<file path="src/rtl/clk_div_scheduler.sv">
// Programmable divided-clock generator: square-wave OUT_CLK of period 2*CUR_DIV,
// with start/stop, N-period bursts and glitch-free divider updates at period boundaries.
module clk_div_scheduler #(
  parameter int CNT_WIDTH   = 16,
  parameter int DEFAULT_DIV = 15
) (
  input  logic                 CLK,
  input  logic                 RST,
  input  logic                 START,
  input  logic                 STOP,
  input  logic [CNT_WIDTH-1:0] BURST_LEN,
  input  logic [CNT_WIDTH-1:0] DIV_VALUE,
  input  logic                 DIV_VALID,
  output logic                 DIV_READY,
  output logic                 OUT_CLK,
  output logic                 OUT_TICK,
  output logic                 BUSY,
  output logic                 DONE,
  output logic [CNT_WIDTH-1:0] CUR_DIV
);

  typedef enum logic [1:0] {
    S_IDLE     = 2'd0,
    S_RUN      = 2'd1,
    S_STOPPING = 2'd2
  } state_t;

  localparam logic [CNT_WIDTH-1:0] DIV_RST = CNT_WIDTH'(DEFAULT_DIV);
  localparam logic [CNT_WIDTH-1:0] ONE     = CNT_WIDTH'(1);
  localparam logic [CNT_WIDTH-1:0] CNT_MAX = '1;

  state_t               state_q, state_d;
  logic [CNT_WIDTH-1:0] cur_div_q, cur_div_d;
  logic [CNT_WIDTH-1:0] pend_val_q, pend_val_d;
  logic                 pend_q, pend_d;
  logic [CNT_WIDTH-1:0] half_q, half_d;
  logic [CNT_WIDTH-1:0] per_q, per_d;
  logic [CNT_WIDTH-1:0] burst_q, burst_d;
  logic                 out_clk_q, out_clk_d;
  logic                 tick_q, tick_d;
  logic                 done_q, done_d;
  logic                 busy_q, busy_d;
  logic                 ready_q, ready_d;

  logic                 div_accept;
  logic [CNT_WIDTH-1:0] div_clamped;
  logic                 half_end;
  logic                 low_end;
  logic [CNT_WIDTH-1:0] per_inc;
  logic                 burst_hit;

  assign div_accept  = DIV_VALID && !pend_q;
  assign div_clamped = (DIV_VALUE == '0) ? ONE : DIV_VALUE;
  assign half_end    = (half_q == (cur_div_q - ONE));
  assign low_end     = half_end && !out_clk_q;
  // Period count saturates so long continuous runs never wrap into a false burst match.
  assign per_inc     = (per_q == CNT_MAX) ? per_q : (per_q + ONE);
  assign burst_hit   = (burst_q != '0) && (per_inc == burst_q);

  always_comb begin
    state_d    = state_q;
    cur_div_d  = cur_div_q;
    pend_val_d = pend_val_q;
    pend_d     = pend_q;
    half_d     = half_q;
    per_d      = per_q;
    burst_d    = burst_q;
    out_clk_d  = out_clk_q;
    tick_d     = 1'b0;
    done_d     = 1'b0;

    case (state_q)
      S_IDLE: begin
        if (div_accept) begin
          cur_div_d = div_clamped;
        end
        if (START && !STOP) begin
          state_d   = S_RUN;
          out_clk_d = 1'b1;
          tick_d    = 1'b1;
          half_d    = '0;
          per_d     = '0;
          burst_d   = BURST_LEN;
        end
      end

      S_RUN, S_STOPPING: begin
        if (half_end) begin
          half_d    = '0;
          out_clk_d = 1'b0;
        end else begin
          half_d = half_q + ONE;
        end

        if (low_end) begin
          per_d = per_inc;
          if ((state_q == S_STOPPING) || STOP || burst_hit) begin
            state_d   = S_IDLE;
            done_d    = 1'b1;
            out_clk_d = 1'b0;
            pend_d    = 1'b0;
            // A write still pending (or arriving right now) takes effect as the run ends.
            if (pend_q) begin
              cur_div_d = pend_val_q;
            end else if (div_accept) begin
              cur_div_d = div_clamped;
            end
          end else begin
            out_clk_d = 1'b1;
            tick_d    = 1'b1;
            if (pend_q) begin
              cur_div_d = pend_val_q;
              pend_d    = 1'b0;
            end else if (div_accept) begin
              pend_d     = 1'b1;
              pend_val_d = div_clamped;
            end
          end
        end else begin
          if (div_accept) begin
            pend_d     = 1'b1;
            pend_val_d = div_clamped;
          end
          if (STOP) begin
            state_d = S_STOPPING;
          end
        end
      end

      default: begin
        state_d   = S_IDLE;
        out_clk_d = 1'b0;
        pend_d    = 1'b0;
      end
    endcase

    busy_d  = (state_d != S_IDLE);
    ready_d = !pend_d;
  end

  always_ff @(posedge CLK or posedge RST) begin
    if (RST) begin
      state_q    <= S_IDLE;
      cur_div_q  <= DIV_RST;
      pend_val_q <= '0;
      pend_q     <= 1'b0;
      half_q     <= '0;
      per_q      <= '0;
      burst_q    <= '0;
      out_clk_q  <= 1'b0;
      tick_q     <= 1'b0;
      done_q     <= 1'b0;
      busy_q     <= 1'b0;
      ready_q    <= 1'b1;
    end else begin
      state_q    <= state_d;
      cur_div_q  <= cur_div_d;
      pend_val_q <= pend_val_d;
      pend_q     <= pend_d;
      half_q     <= half_d;
      per_q      <= per_d;
      burst_q    <= burst_d;
      out_clk_q  <= out_clk_d;
      tick_q     <= tick_d;
      done_q     <= done_d;
      busy_q     <= busy_d;
      ready_q    <= ready_d;
    end
  end

  assign DIV_READY = ready_q;
  assign OUT_CLK   = out_clk_q;
  assign OUT_TICK  = tick_q;
  assign BUSY      = busy_q;
  assign DONE      = done_q;
  assign CUR_DIV   = cur_div_q;

endmodule
</file>
<file path="config.mk">
export PLATFORM = sky130hd
export DESIGN_NAME = clk_div_scheduler
export DESIGN_NICKNAME = d
export VERILOG_FILES = /design/src/rtl/clk_div_scheduler.sv
export SDC_FILE = /design/constraint.sdc
export NUM_CORES = 1
export LEC_CHECK = 0
export CORE_UTILIZATION = 25
export CTS_CLUSTER_SIZE = 14
export DETAILED_ROUTE_END_ITERATION = 8
export GPL_TIMING_DRIVEN = 0
export HOLD_SLACK_MARGIN = 0.15
export SLEW_MARGIN = 20
export SYNTH_ARGS = -nofsm -noshare
export SYNTH_HDL_FRONTEND = slang
export SYNTH_SLANG_ARGS = --single-unit
</file>
<file path="constraint.sdc">
create_clock -name CLK -period 3.9 [get_ports CLK]
set_clock_uncertainty 0.05 [all_clocks]
set_input_delay 0.585 -clock CLK [delete_from_list [all_inputs] [get_ports CLK]]
set_output_delay 0.585 -clock CLK [all_outputs]
set_load 0.02 [all_outputs]
</file>
==> impl_metrics.json, run 1 <==
{
  "postSynthAreaPerCell_um2": 9.62,
  "synthCells": 625,
  "crit_path_end_kind": "register",
  "clock_path_buffers": 2,
  "power_report.internal_total_mw": 2.93,
  "area_occupied_by_multi_input_gates_um2": 3570,
  "cts_sinks": 88,
  "firstDrtPassIters": 5,
  "post-synth-top-count-cell": "sky130_fd_sc_hd__dfrtp_1",
  "finalPower_mw": 5.06,
  "slowest_delay_ps": 690,
  "ir_worst_vdd_mv": 0.274,
  "tightestPinTransition_ps": 873,
  "fp.coreArea_um2": 23500,
  "drt_first_iter_violations": 449,
  "route.layer.met1.wl_um": 8410,
  "path_class": "reg2reg",
  "synth_area_leader_cell": "sky130_fd_sc_hd__dfrtp_1",
  "clkLatencyLatePin_ps": 360,
  "max_cap_viol_count": 0,
  "finalHoldViolCount": 0,
  "share_of_the_clock_period_used_by_the_worst_path": 0.946,
  "worst_slew_margin_rel": 0.412,
  "fin_crit_ps": 3690,
  "power_frac_seq": 0.327,
  "floorplan.io_pins": 58,
  "drive_gt1_frac": 0.186,
  "sw_frac_of_total": 0.420,
  "fmax_mhz": 271,
  "synth_async_sr_flop_share": 1.00,
  "antenna_found_initial": 0,
  "rsz0062_at_grt": "false",
  "run_status": "finished clean",
  "synth.ff_latch_count": 88,
  "regArea_um2": 2210,
  "timing.hold.worst.class": "in2async",
  "overflow": 0,
  "placedCellCount": 1002,
  "grt_first_pass_wirelength_um": 28000,
  "timing.critical_path.arrival_ps": 3910,
  "cp.required_ps": 4120,
  "chipWidth_um": 157,
  "wirelength_um": 17200,
  "post-synth-top-area-fraction": 0.345,
  "chipHeight_um": 157,
  "ys.flop_type": "sky130_fd_sc_hd__dfrtp_1",
  "total_global_routing_track_utilization": 0.145,
  "vias_per_cell": 5.21,
  "critical_path.cell_chain": "inv_1, ha_1, or3b_2, o21ai_0, o2111ai_1, a2111oi_2, nand4_4, nor4_4, buf_6, o31ai_1, a21oi_1",
  "post_synthesis_net_count": 668,
  "finalNetCount": 741,
  "start_util": 0.255,
  "power.static_leakage_nw": 2.84,
  "maxUsedRoutingLayer": "met4",
  "final_cells": 1022,
  "final-max-slew-violation-count": 0,
  "setup_viol": 0,
  "crit-reg2reg-launch": "CUR_DIV[0]",
  "antenna-diode-count": 0,
  "routabilityCongestion": 0.914,
  "post-route-drc-count": 0,
  "total_power_divided_by_cell_area_nw_per_um2": 687,
  "ant_nets": 0,
  "port_buffers": 57,
  "cts_made_buffers": 9,
  "largest_net_degree_at_the_start_of_global_routing": 73,
  "synth.yosys.warnings": 0,
  "net-switching-power_mw": 2.13,
  "ctsRootBufferMaster": "sky130_fd_sc_hd__clkbuf_16",
  "synth-edff-count": 0,
  "hpwlAfterDp_um": 12700,
  "path_clk_slew_ps": 70,
  "first_global_vias": 5104,
  "route.met3.wl_um": 686,
  "start_kind": "register",
  "wl_met2_um": 7880,
  "slowest_stage": "sky130_fd_sc_hd__nor4_4",
  "pwr-share-comb": 0.505,
  "cts_stage_hold_buffer_count": 0,
  "layout.filler_cells": 2480,
  "critical_path.max_fanout": 10,
  "synthTopCellsByCount": "sky130_fd_sc_hd__dfrtp_1 (83), sky130_fd_sc_hd__nand2_1 (47), sky130_fd_sc_hd__o21ai_0 (36)",
  "h-tree-depth": 3,
  "syn_area_um2": 6010,
  "leading_post_synthesis_cells_by_cell_area": "sky130_fd_sc_hd__dfrtp_1 (35%), sky130_fd_sc_hd__o22a_1 (4.5%), sky130_fd_sc_hd__mux2_2 (4.3%), sky130_fd_sc_hd__o21ai_0 (3.0%), sky130_fd_sc_hd__nand2_1 (2.9%)",
  "cts_tree": "built",
  "row_count": 56,
  "synth_cell_types": 80,
  "register_area_share_after_synthesis": 0.367,
  "routedWlPerCell_um": 16.9,
  "via_count": 5325,
  "cp_top_family": "simple AND/OR/NAND/NOR gates",
  "die_area_um2": 24700,
  "crit_start": "CUR_DIV[0]",
  "power_frac_clock": 0.167,
  "area_growth_pct": 22.5,
  "timing.critical_path.buf_inv": 2
}
==> placed cells by master, fill, tap and decap left out, drive strengths merged, types with 14 or more instances in the layout <==
cell type,synthesis,layout
nor4,21,21
a21oi,24,24
nor3,18,18
clkbuf,17,28
nand2,47,47
mux2,33,33
buf,23,28
dfrtp,83,83
nor2,35,35
clkdlybuf4s50,0,57
inv,15,16
xnor2,19,19
nand3,26,26
o22a,31,31
o21ai,39,39
o221a,15,15
and3,14,14
xor2,20,20
nand4,23,23
==> cell type report <==
cell class	count	area share
Buffer	40	0.0292
Clock buffer	11	0.0330
Clock inverter	5	0.00561
Inverter	15	0.00832
Multi-Input combinational cell	482	0.484
Sequential cell	88	0.300
Tap cell	319	0.0542
Timing Repair Buffer	62	0.0853
==> timing repair <==
item                                    4_1_cts  5_1_grt
pin swaps                                     1        2
endpoints found under the setup margin       28       31
buffers inserted                              1        3
gates resized for setup                       1        8
==> path summary, 6_finish.rpt <==
kind	endpoint	slack [ps]	cells past startpoint
max in group asynchronous	CUR_DIV[1]	2690	3
min reg2reg	pend_val_q[0]	480	1
min	BUSY	480	2
max reg2reg	per_q[3]	210	11
max	per_q[3]	210	11
min in group CLK	pend_val_q[0]	480	1
==> through the flow <==
stage                     instance area, um2  hold slack (ps)  setup slack (ps)  setup TNS [ps]   util
after floorplan                         6010              431               627               0      -
after global placement                  6980              440              -574          -52850  0.297
after detailed placement                7020              465              -307           -5240  0.298
after CTS                               7310              479              43.7               0  0.311
after global routing                    7360              494              5.09               0  0.313
final                                   7360              475               212               0  0.313
==> power groups by stage <==
stage / Sequential [mW] / Combinational (mW) / Clock [mW]
6_report: 1.66 / 2.56 / 0.845
5_1_grt: 1.70 / 2.80 / 0.899
4_1_cts: 1.65 / 2.55 / 0.868
3_3_place_gp: 1.66 / 2.49 / 0
3_5_place_dp: 1.67 / 2.53 / 0
2_1_floorplan: 1.66 / 1.73 / 0
==> kinds of logic after synthesis <==
kind of cell               Yosys count  share of synthesized area
and+or+nand+nor                    225                      0.218
AOI/OAI and AO/OA                  175                      0.226
DFF                                 88                      0.367
buffers and inverters               55                     0.0447
xor gates and xnor gates            39                     0.0568
muxes                               37                     0.0747
adders and majority gates            6                     0.0125
==> worst reg2reg max path, delay by kind of cell, from the launching register on <==
| kind | cells | cell delay [ps] |
|---|---|---|
| AOI/OAI and AO/OA | 5 | 1070 |
| buffers and inverters | 2 | 330 |
| adders and majority gates | 1 | 240 |
| DFF | 1 | 410 |
| and+or+nand+nor | 3 | 1510 |
==> registers in the layout (all words and copies together), names as in the netlist, 2 cells and up <==
register and cells:
half_q 16, state_q 2, CUR_DIV 16, burst_q 16
per_q 16, pend_val_q 16
==> layer usage <==
layer | global-route usage | up-vias
li1 | - | 2535
met1 | 0.203 | 2633
met2 | 0.226 | 137
met3 | 0.0262 | 20
met4 | 0.0439 | 0
met5 | 0 | -
Power figures use the tool's default switching activity.
==> run 2: changes to the inputs <==
--- a/config.mk
+++ b/config.mk
@@ -5,6 +5,7 @@
 export SDC_FILE = /design/constraint.sdc
 export NUM_CORES = 1
 export LEC_CHECK = 0
+export ABC_AREA = 1
 export CORE_UTILIZATION = 25
 export CTS_CLUSTER_SIZE = 14
 export DETAILED_ROUTE_END_ITERATION = 8
==> run 2 against run 1 <==
Sequential share of layout area up 0.51 points. Largest cell class unchanged. Synthesized cell count is 38% higher. Largest power group unchanged. Worst setup slack better by 500 ps.
==> impl_metrics.json, run 2 <==
{
  "run_status": "finished clean",
  "start_kind": "register",
  "crit_start": "CUR_DIV[0]",
  "ys.flop_type": "sky130_fd_sc_hd__dfrtp_1",
  "synth_cell_types": 43,
  "worst_slew_margin_rel": 0.564,
  "chipHeight_um": 156,
  "overflow": 0,
  "timing.hold.worst.class": "reg2reg",
  "postSynthAreaPerCell_um2": 6.86,
  "synth-edff-count": 0,
  "placedCellCount": 1232,
  "post_synthesis_net_count": 904,
  "floorplan.io_pins": 58,
  "ir_worst_vdd_mv": 0.452,
  "crit-reg2reg-launch": "CUR_DIV[0]",
  "finalPower_mw": 5.06,
  "power_frac_seq": 0.307,
  "synth_area_leader_cell": "sky130_fd_sc_hd__dfrtp_1",
  "total_global_routing_track_utilization": 0.145,
  "final_common_cell": "sky130_fd_sc_hd__nand2_1",
  "h-tree-depth": 3,
  "cp.required_ps": 4060,
  "layout.cells.most_common_list": "sky130_fd_sc_hd__nand2_1 (270), sky130_fd_sc_hd__inv_1 (113), sky130_fd_sc_hd__nand3_1 (87)",
  "power.static_leakage_nw": 3.44,
  "firstDrtPassIters": 5,
  "finalHoldViolCount": 0,
  "synthCells": 861,
  "clkLatencyLatePin_ps": 350,
  "antenna_found_initial": 0,
  "ctsResizeCount": 0,
  "largest_net_degree_at_the_start_of_global_routing": 46,
  "routabilityCongestion": 0.895,
  "register_area_share_after_synthesis": 0.374,
  "rsz0062_at_grt": "false",
  "synth_async_sr_flop_share": 1.00,
  "row_count": 55,
  "hpwlAfterDp_um": 13300,
  "ant_nets": 0,
  "chipWidth_um": 156,
  "first_global_vias": 5400,
  "final_cells": 1248,
  "fmax_mhz": 314,
  "drive_gt1_frac": 0.0695,
  "setup_viol": 0,
  "max_cap_viol_count": 0,
  "tightestPinTransition_ps": 651,
  "start_util": 0.258,
  "total_power_divided_by_cell_area_nw_per_um2": 699,
  "post-route-drc-count": 0,
  "cts_sinks": 88,
  "port_buffers": 57,
  "synthTopCellsByCount": "sky130_fd_sc_hd__nand2_1 (270), sky130_fd_sc_hd__inv_1 (114), sky130_fd_sc_hd__nand3_1 (87)",
  "pwr-share-comb": 0.500,
  "power_frac_clock": 0.193,
  "synth.yosys.warnings": 0,
  "fin_crit_ps": 3190,
  "worst_hold_slack_ps": 423,
  "synth.ff_latch_count": 88,
  "clock_path_buffers": 2,
  "layout.filler_cells": 2515,
  "fin_ws_ps": 711,
  "area_growth_pct": 22.5,
  "syn_area_um2": 5910,
  "depth_of_the_most_critical_reg_to_reg_path": 14,
  "net-switching-power_mw": 2.29,
  "post-synth-top-area-fraction": 0.351,
  "cts_tree": "built",
  "routedWlPerCell_um": 13.4,
  "path_class": "reg2reg",
  "drt_first_iter_violations": 360,
  "die_area_um2": 24300,
  "finalNetCount": 973,
  "cts_stage_hold_buffer_count": 0,
  "share_of_the_clock_period_used_by_the_worst_path": 0.818,
  "fp.coreArea_um2": 22900,
  "hp-start": "pend_val_q[12]",
  "vias_per_cell": 4.49,
  "grt_first_pass_wirelength_um": 27700,
  "via_count": 5603,
  "post-cts-setup-buffer-count": 0,
  "wirelength_um": 16800,
  "ctsRootBufferMaster": "sky130_fd_sc_hd__clkbuf_16",
  "antenna-diode-count": 0,
  "crit_path_end_kind": "register",
  "sw_frac_of_total": 0.452,
  "cts_made_buffers": 9,
  "timing.critical_path.arrival_ps": 3350,
  "post-synth-top-count-cell": "sky130_fd_sc_hd__nand2_1",
  "power_report.internal_total_mw": 2.78,
  "final-max-slew-violation-count": 0,
  "critical_path.max_fanout": 10,
  "path_clk_slew_ps": 60,
  "preCtsSetupSlack_ps": 741,
  "leading_post_synthesis_cells_by_cell_area": "sky130_fd_sc_hd__dfrtp_1 (35%), sky130_fd_sc_hd__nand2_1 (17%), sky130_fd_sc_hd__nand3_1 (7.4%), sky130_fd_sc_hd__inv_1 (7.2%), sky130_fd_sc_hd__nor2_1 (5.0%)",
  "timing.hold.worst_path_depth": 2
}
[run 2: area by class of cell]
type	instances	area (um2)	share of cell area
multi-input combinational	633	3140	0.434
sequential	88	2210	0.305
timing repair buffer	58	598	0.0826
inverter	120	457	0.0631
tap	313	392	0.0541
clock buffer	12	256	0.0354
buffer	20	110	0.0152
clock inverter	4	76.3	0.0105
[run 2: critical path, stage by stage, from the launching register on]
cell and delay, ps:
sky130_fd_sc_hd__dfstp_2 580, sky130_fd_sc_hd__inv_1 100, sky130_fd_sc_hd__ha_1 240, sky130_fd_sc_hd__nand3_1 170, sky130_fd_sc_hd__nor2_1 120, sky130_fd_sc_hd__nand3_1 100
sky130_fd_sc_hd__xor2_1 220, sky130_fd_sc_hd__o21ai_0 110, sky130_fd_sc_hd__a21oi_1 280, sky130_fd_sc_hd__nand3_1 130, sky130_fd_sc_hd__nand2_1 90, sky130_fd_sc_hd__inv_1 70
sky130_fd_sc_hd__nor2_1 420, sky130_fd_sc_hd__buf_2 330, sky130_fd_sc_hd__nor3_1 60
[run 2: kinds of logic (layout without fill, tap and decap cells)]
kind of cell / count (synthesis) / count (layout) / synth area share
simple gates: 507 / 507 / 0.382
flops: 88 / 88 / 0.374
mux: 3 / 3 / 0.00508
xor+xnor: 39 / 39 / 0.0578
buf+inv: 140 / 214 / 0.0951
fa+ha+maj: 6 / 6 / 0.0127
compound gates: 78 / 78 / 0.0741
[run 2: power by group through the flow]
stage	logic [mW]	clock network, mW	registers, mW
3_3_place_gp	2.50	0	1.57
2_1_floorplan	1.72	0	1.58
4_1_cts	2.54	1.00	1.56
3_5_place_dp	2.53	0	1.57
6_report	2.53	0.976	1.56
5_1_grt	2.85	1.04	1.60
[run 2: metrics by stage]
step	utilization	instance area (um2)	TNS, ps
after floorplan	-	5910	0
after global placement	0.300	6870	-52040
after detailed placement	0.301	6900	0
after CTS	0.316	7240	0
after global routing	0.316	7240	0
final	0.316	7240	0
[run 2: per-layer routing]
| metal | track usage | wire length (um) | up-vias |
|---|---|---|---|
| li1 | - | - | 2878 |
| met1 | 0.201 | 8310 | 2582 |
| met2 | 0.232 | 7470 | 127 |
| met3 | 0.0242 | 759 | 16 |
| met4 | 0.0369 | 219 | 0 |
| met5 | 0 | 0 | - |
[run 2: worst paths after layout]
check,slack [ps],to
max,710,half_q[8]
min,420,pend_val_q[12]
max reg2reg,710,half_q[8]
min reg2reg,420,pend_val_q[12]
max in group asynchronous,2580,CUR_DIV[0]
min in group asynchronous,590,per_q[4]
==> run 3: changes to the inputs <==
==> constraint.sdc (replaced) <==
create_clock -name CLK -period 2.7 [get_ports CLK]
set_clock_uncertainty 0.05 [all_clocks]
set_input_delay 0.405 -clock CLK [delete_from_list [all_inputs] [get_ports CLK]]
set_output_delay 0.405 -clock CLK [all_outputs]
set_load 0.02 [all_outputs]
==> run 3 against run 2 <==
Die area is the same. Clock power grew 55%. Final area grew 11%. Maximum frequency grew 20%. Clock-buffer cell count is the same. Combinational power grew 77%. Worst hold slack lost 59 ps. Via count grew 5.3%. Critical endpoint is now CUR_DIV[9]. Largest power group unchanged.
==> impl_metrics.json, run 3 (same netlist as run 2, synthesis figures left out) <==
{
  "crit_path_end_kind": "register",
  "post-route-drc-count": 0,
  "area_occupied_by_multi_input_gates_um2": 3540,
  "path_clk_slew_ps": 70,
  "layout.filler_cells": 2406,
  "final_cells": 1286,
  "rsz0062_at_grt": "true",
  "wl_met2_um": 8410,
  "largest_net_degree_at_the_start_of_global_routing": 29,
  "vias_per_cell": 4.59,
  "route.layer.met1.wl_um": 8640,
  "cts_made_buffers": 9,
  "finalHoldViolCount": 0,
  "floorplan.io_pins": 58,
  "path_class": "reg2reg",
  "antenna_found_initial": 0,
  "fin_crit_ps": 2650,
  "port_buffers": 57,
  "cp_top_family": "simple AND/OR/NAND/NOR gates",
  "critical_path.cell_chain": "nand2_1, nor2_4, nand2_4, inv_8, nand2_8, buf_8, buf_6, nand3_2, nand3_2, nor2_2, nand3_2, o21bai_4, nand2_4, nand2_4, buf_6, nand2_1, nand3_2, nand2_1",
  "via_count": 5899,
  "routabilityCongestion": 0.892,
  "drive_gt1_frac": 0.190,
  "cts_tree": "built",
  "cts_sinks": 88,
  "share_of_the_clock_period_used_by_the_worst_path": 0.981,
  "start_kind": "register",
  "first_global_vias": 5655,
  "layout.cells.most_common_list": "sky130_fd_sc_hd__nand2_1 (244), sky130_fd_sc_hd__inv_1 (107), sky130_fd_sc_hd__dfrtp_1 (79)",
  "finalNetCount": 1011,
  "total_global_routing_track_utilization": 0.152,
  "fmax_mhz": 378,
  "power.static_leakage_nw": 3.73,
  "routedWlPerCell_um": 13.9,
  "cts_stage_hold_buffer_count": 0,
  "ant_nets": 0,
  "maxUsedRoutingLayer": "met4",
  "ctsRootBufferMaster": "sky130_fd_sc_hd__clkbuf_16",
  "grt_first_pass_wirelength_um": 28800,
  "firstDrtPassIters": 5,
  "placedCellCount": 1234,
  "start_util": 0.258,
  "run_status": "finished clean",
  "finalPower_mw": 8.25,
  "route.met3.wl_um": 714,
  "drt_first_iter_violations": 349,
  "slowest_stage": "sky130_fd_sc_hd__dfrtp_1",
  "final_common_cell": "sky130_fd_sc_hd__nand2_1",
  "crit_path_frequent_cell": "sky130_fd_sc_hd__nand3_2",
  "overflow": 0,
  "fin_setup_tns_ps": 0,
  "final-max-slew-violation-count": 0,
  "timing.hold.worst.class": "in2async",
  "hpwlAfterDp_um": 13500,
  "timing.critical_path.arrival_ps": 2850,
  "die_area_um2": 24300,
  "chipWidth_um": 156,
  "max_cap_viol_count": 0,
  "cp.required_ps": 2900,
  "h-tree-depth": 3,
  "antenna-diode-count": 0,
  "row_count": 55,
  "chipHeight_um": 156,
  "critical_path.max_fanout": 6,
  "tightestPinTransition_ps": 743,
  "setup_viol": 0,
  "regArea_um2": 2210,
  "worst_slew_margin_rel": 0.503,
  "ir_worst_vdd_mv": 0.678,
  "total_power_divided_by_cell_area_nw_per_um2": 1020,
  "fp.coreArea_um2": 22900,
  "timing.critical_path.buf_inv": 4,
  "wirelength_um": 17900,
  "clock_path_buffers": 2,
  "slowest_delay_ps": 460,
  "clkLatencyLatePin_ps": 350,
  "area_growth_pct": 36.5
}
run 3: cell types whose count changed in the layout (fill, tap and decap cells not counted), sizes merged:
cell	previous run	this run
clkinv	3	1
bufinv	2	3
nand2	279	280
buf	12	48
clkbuf	21	22
inv	118	119
run 3: final cells by class:
| cell class | count | share of cell area |
|---|---|---|
| repair buffers | 96 | 0.119 |
| clock buffers | 12 | 0.0318 |
| plain buffers | 19 | 0.0163 |
| inverters | 120 | 0.0588 |
| clock inverters | 4 | 0.0123 |
| multi-input cells | 634 | 0.439 |
| well taps | 313 | 0.0485 |
| flip-flops and latches | 88 | 0.274 |
run 3: routing by layer:
metal	global-route usage	vias up
li1	-	2958
met3	0.0300	9
met2	0.249	134
met4	0.0336	0
met5	0	-
met1	0.206	2798
run 3: through the flow:
stage | worst slack (ps) | area [um2] | utilization | hold WS [ps]
after detailed placement | -490 | 6940 | 0.303 | 408
after global routing | -97.1 | 8070 | 0.352 | 402
after global placement | -474 | 6880 | 0.300 | 406
after floorplan | 109 | 5910 | - | 392
after CTS | 10.4 | 7580 | 0.331 | 367
final | 52.2 | 8070 | 0.352 | 364
run 3: path summary, 6_finish.rpt:
| path | from | to | slack [ps] | cells past startpoint |
|---|---|---|---|---|
| setup reg to reg | per_q[6] | CUR_DIV[9] | 50 | 18 |
| min in group CLK | pend_val_q[14] | pend_val_q[14] | 420 | 2 |
| setup / recovery | per_q[6] | CUR_DIV[9] | 50 | 18 |
| hold reg to reg | pend_val_q[14] | pend_val_q[14] | 420 | 2 |
| max in group asynchronous | RST | CUR_DIV[1] | 1470 | 4 |
| hold / removal | RST | burst_q[4] | 360 | 2 |
run 3: worst reg2reg max path, cell delays in order, from the launching register on:
cell	delay [ps]
sky130_fd_sc_hd__dfrtp_1	460
sky130_fd_sc_hd__nand2_1	140
sky130_fd_sc_hd__nor2_4	160
sky130_fd_sc_hd__nand2_4	120
sky130_fd_sc_hd__inv_8	100
sky130_fd_sc_hd__nand2_8	80
sky130_fd_sc_hd__buf_8	150
sky130_fd_sc_hd__buf_6	110
sky130_fd_sc_hd__nand3_2	80
sky130_fd_sc_hd__nand3_2	70
sky130_fd_sc_hd__nor2_2	120
sky130_fd_sc_hd__nand3_2	120
sky130_fd_sc_hd__o21bai_4	260
sky130_fd_sc_hd__nand2_4	100
sky130_fd_sc_hd__nand2_4	110
sky130_fd_sc_hd__buf_6	130
sky130_fd_sc_hd__nand2_1	60
sky130_fd_sc_hd__nand3_2	90
sky130_fd_sc_hd__nand2_1	50
run 3: where the power goes:
part           internal [mW]  switching (mW)
logic                   1.78            2.70
clock network          0.959           0.550
registers               1.78           0.476
total                   4.53            3.72
run 3: what timing repair did:
| item | CTS | global route |
|---|---|---|
| gates cloned | 2 | 2 |
| buffers inserted | 17 | 16 |
| pin swaps | 12 | 34 |
| gates resized for setup | 30 | 103 |
| endpoints found under the setup margin | 69 | 65 |
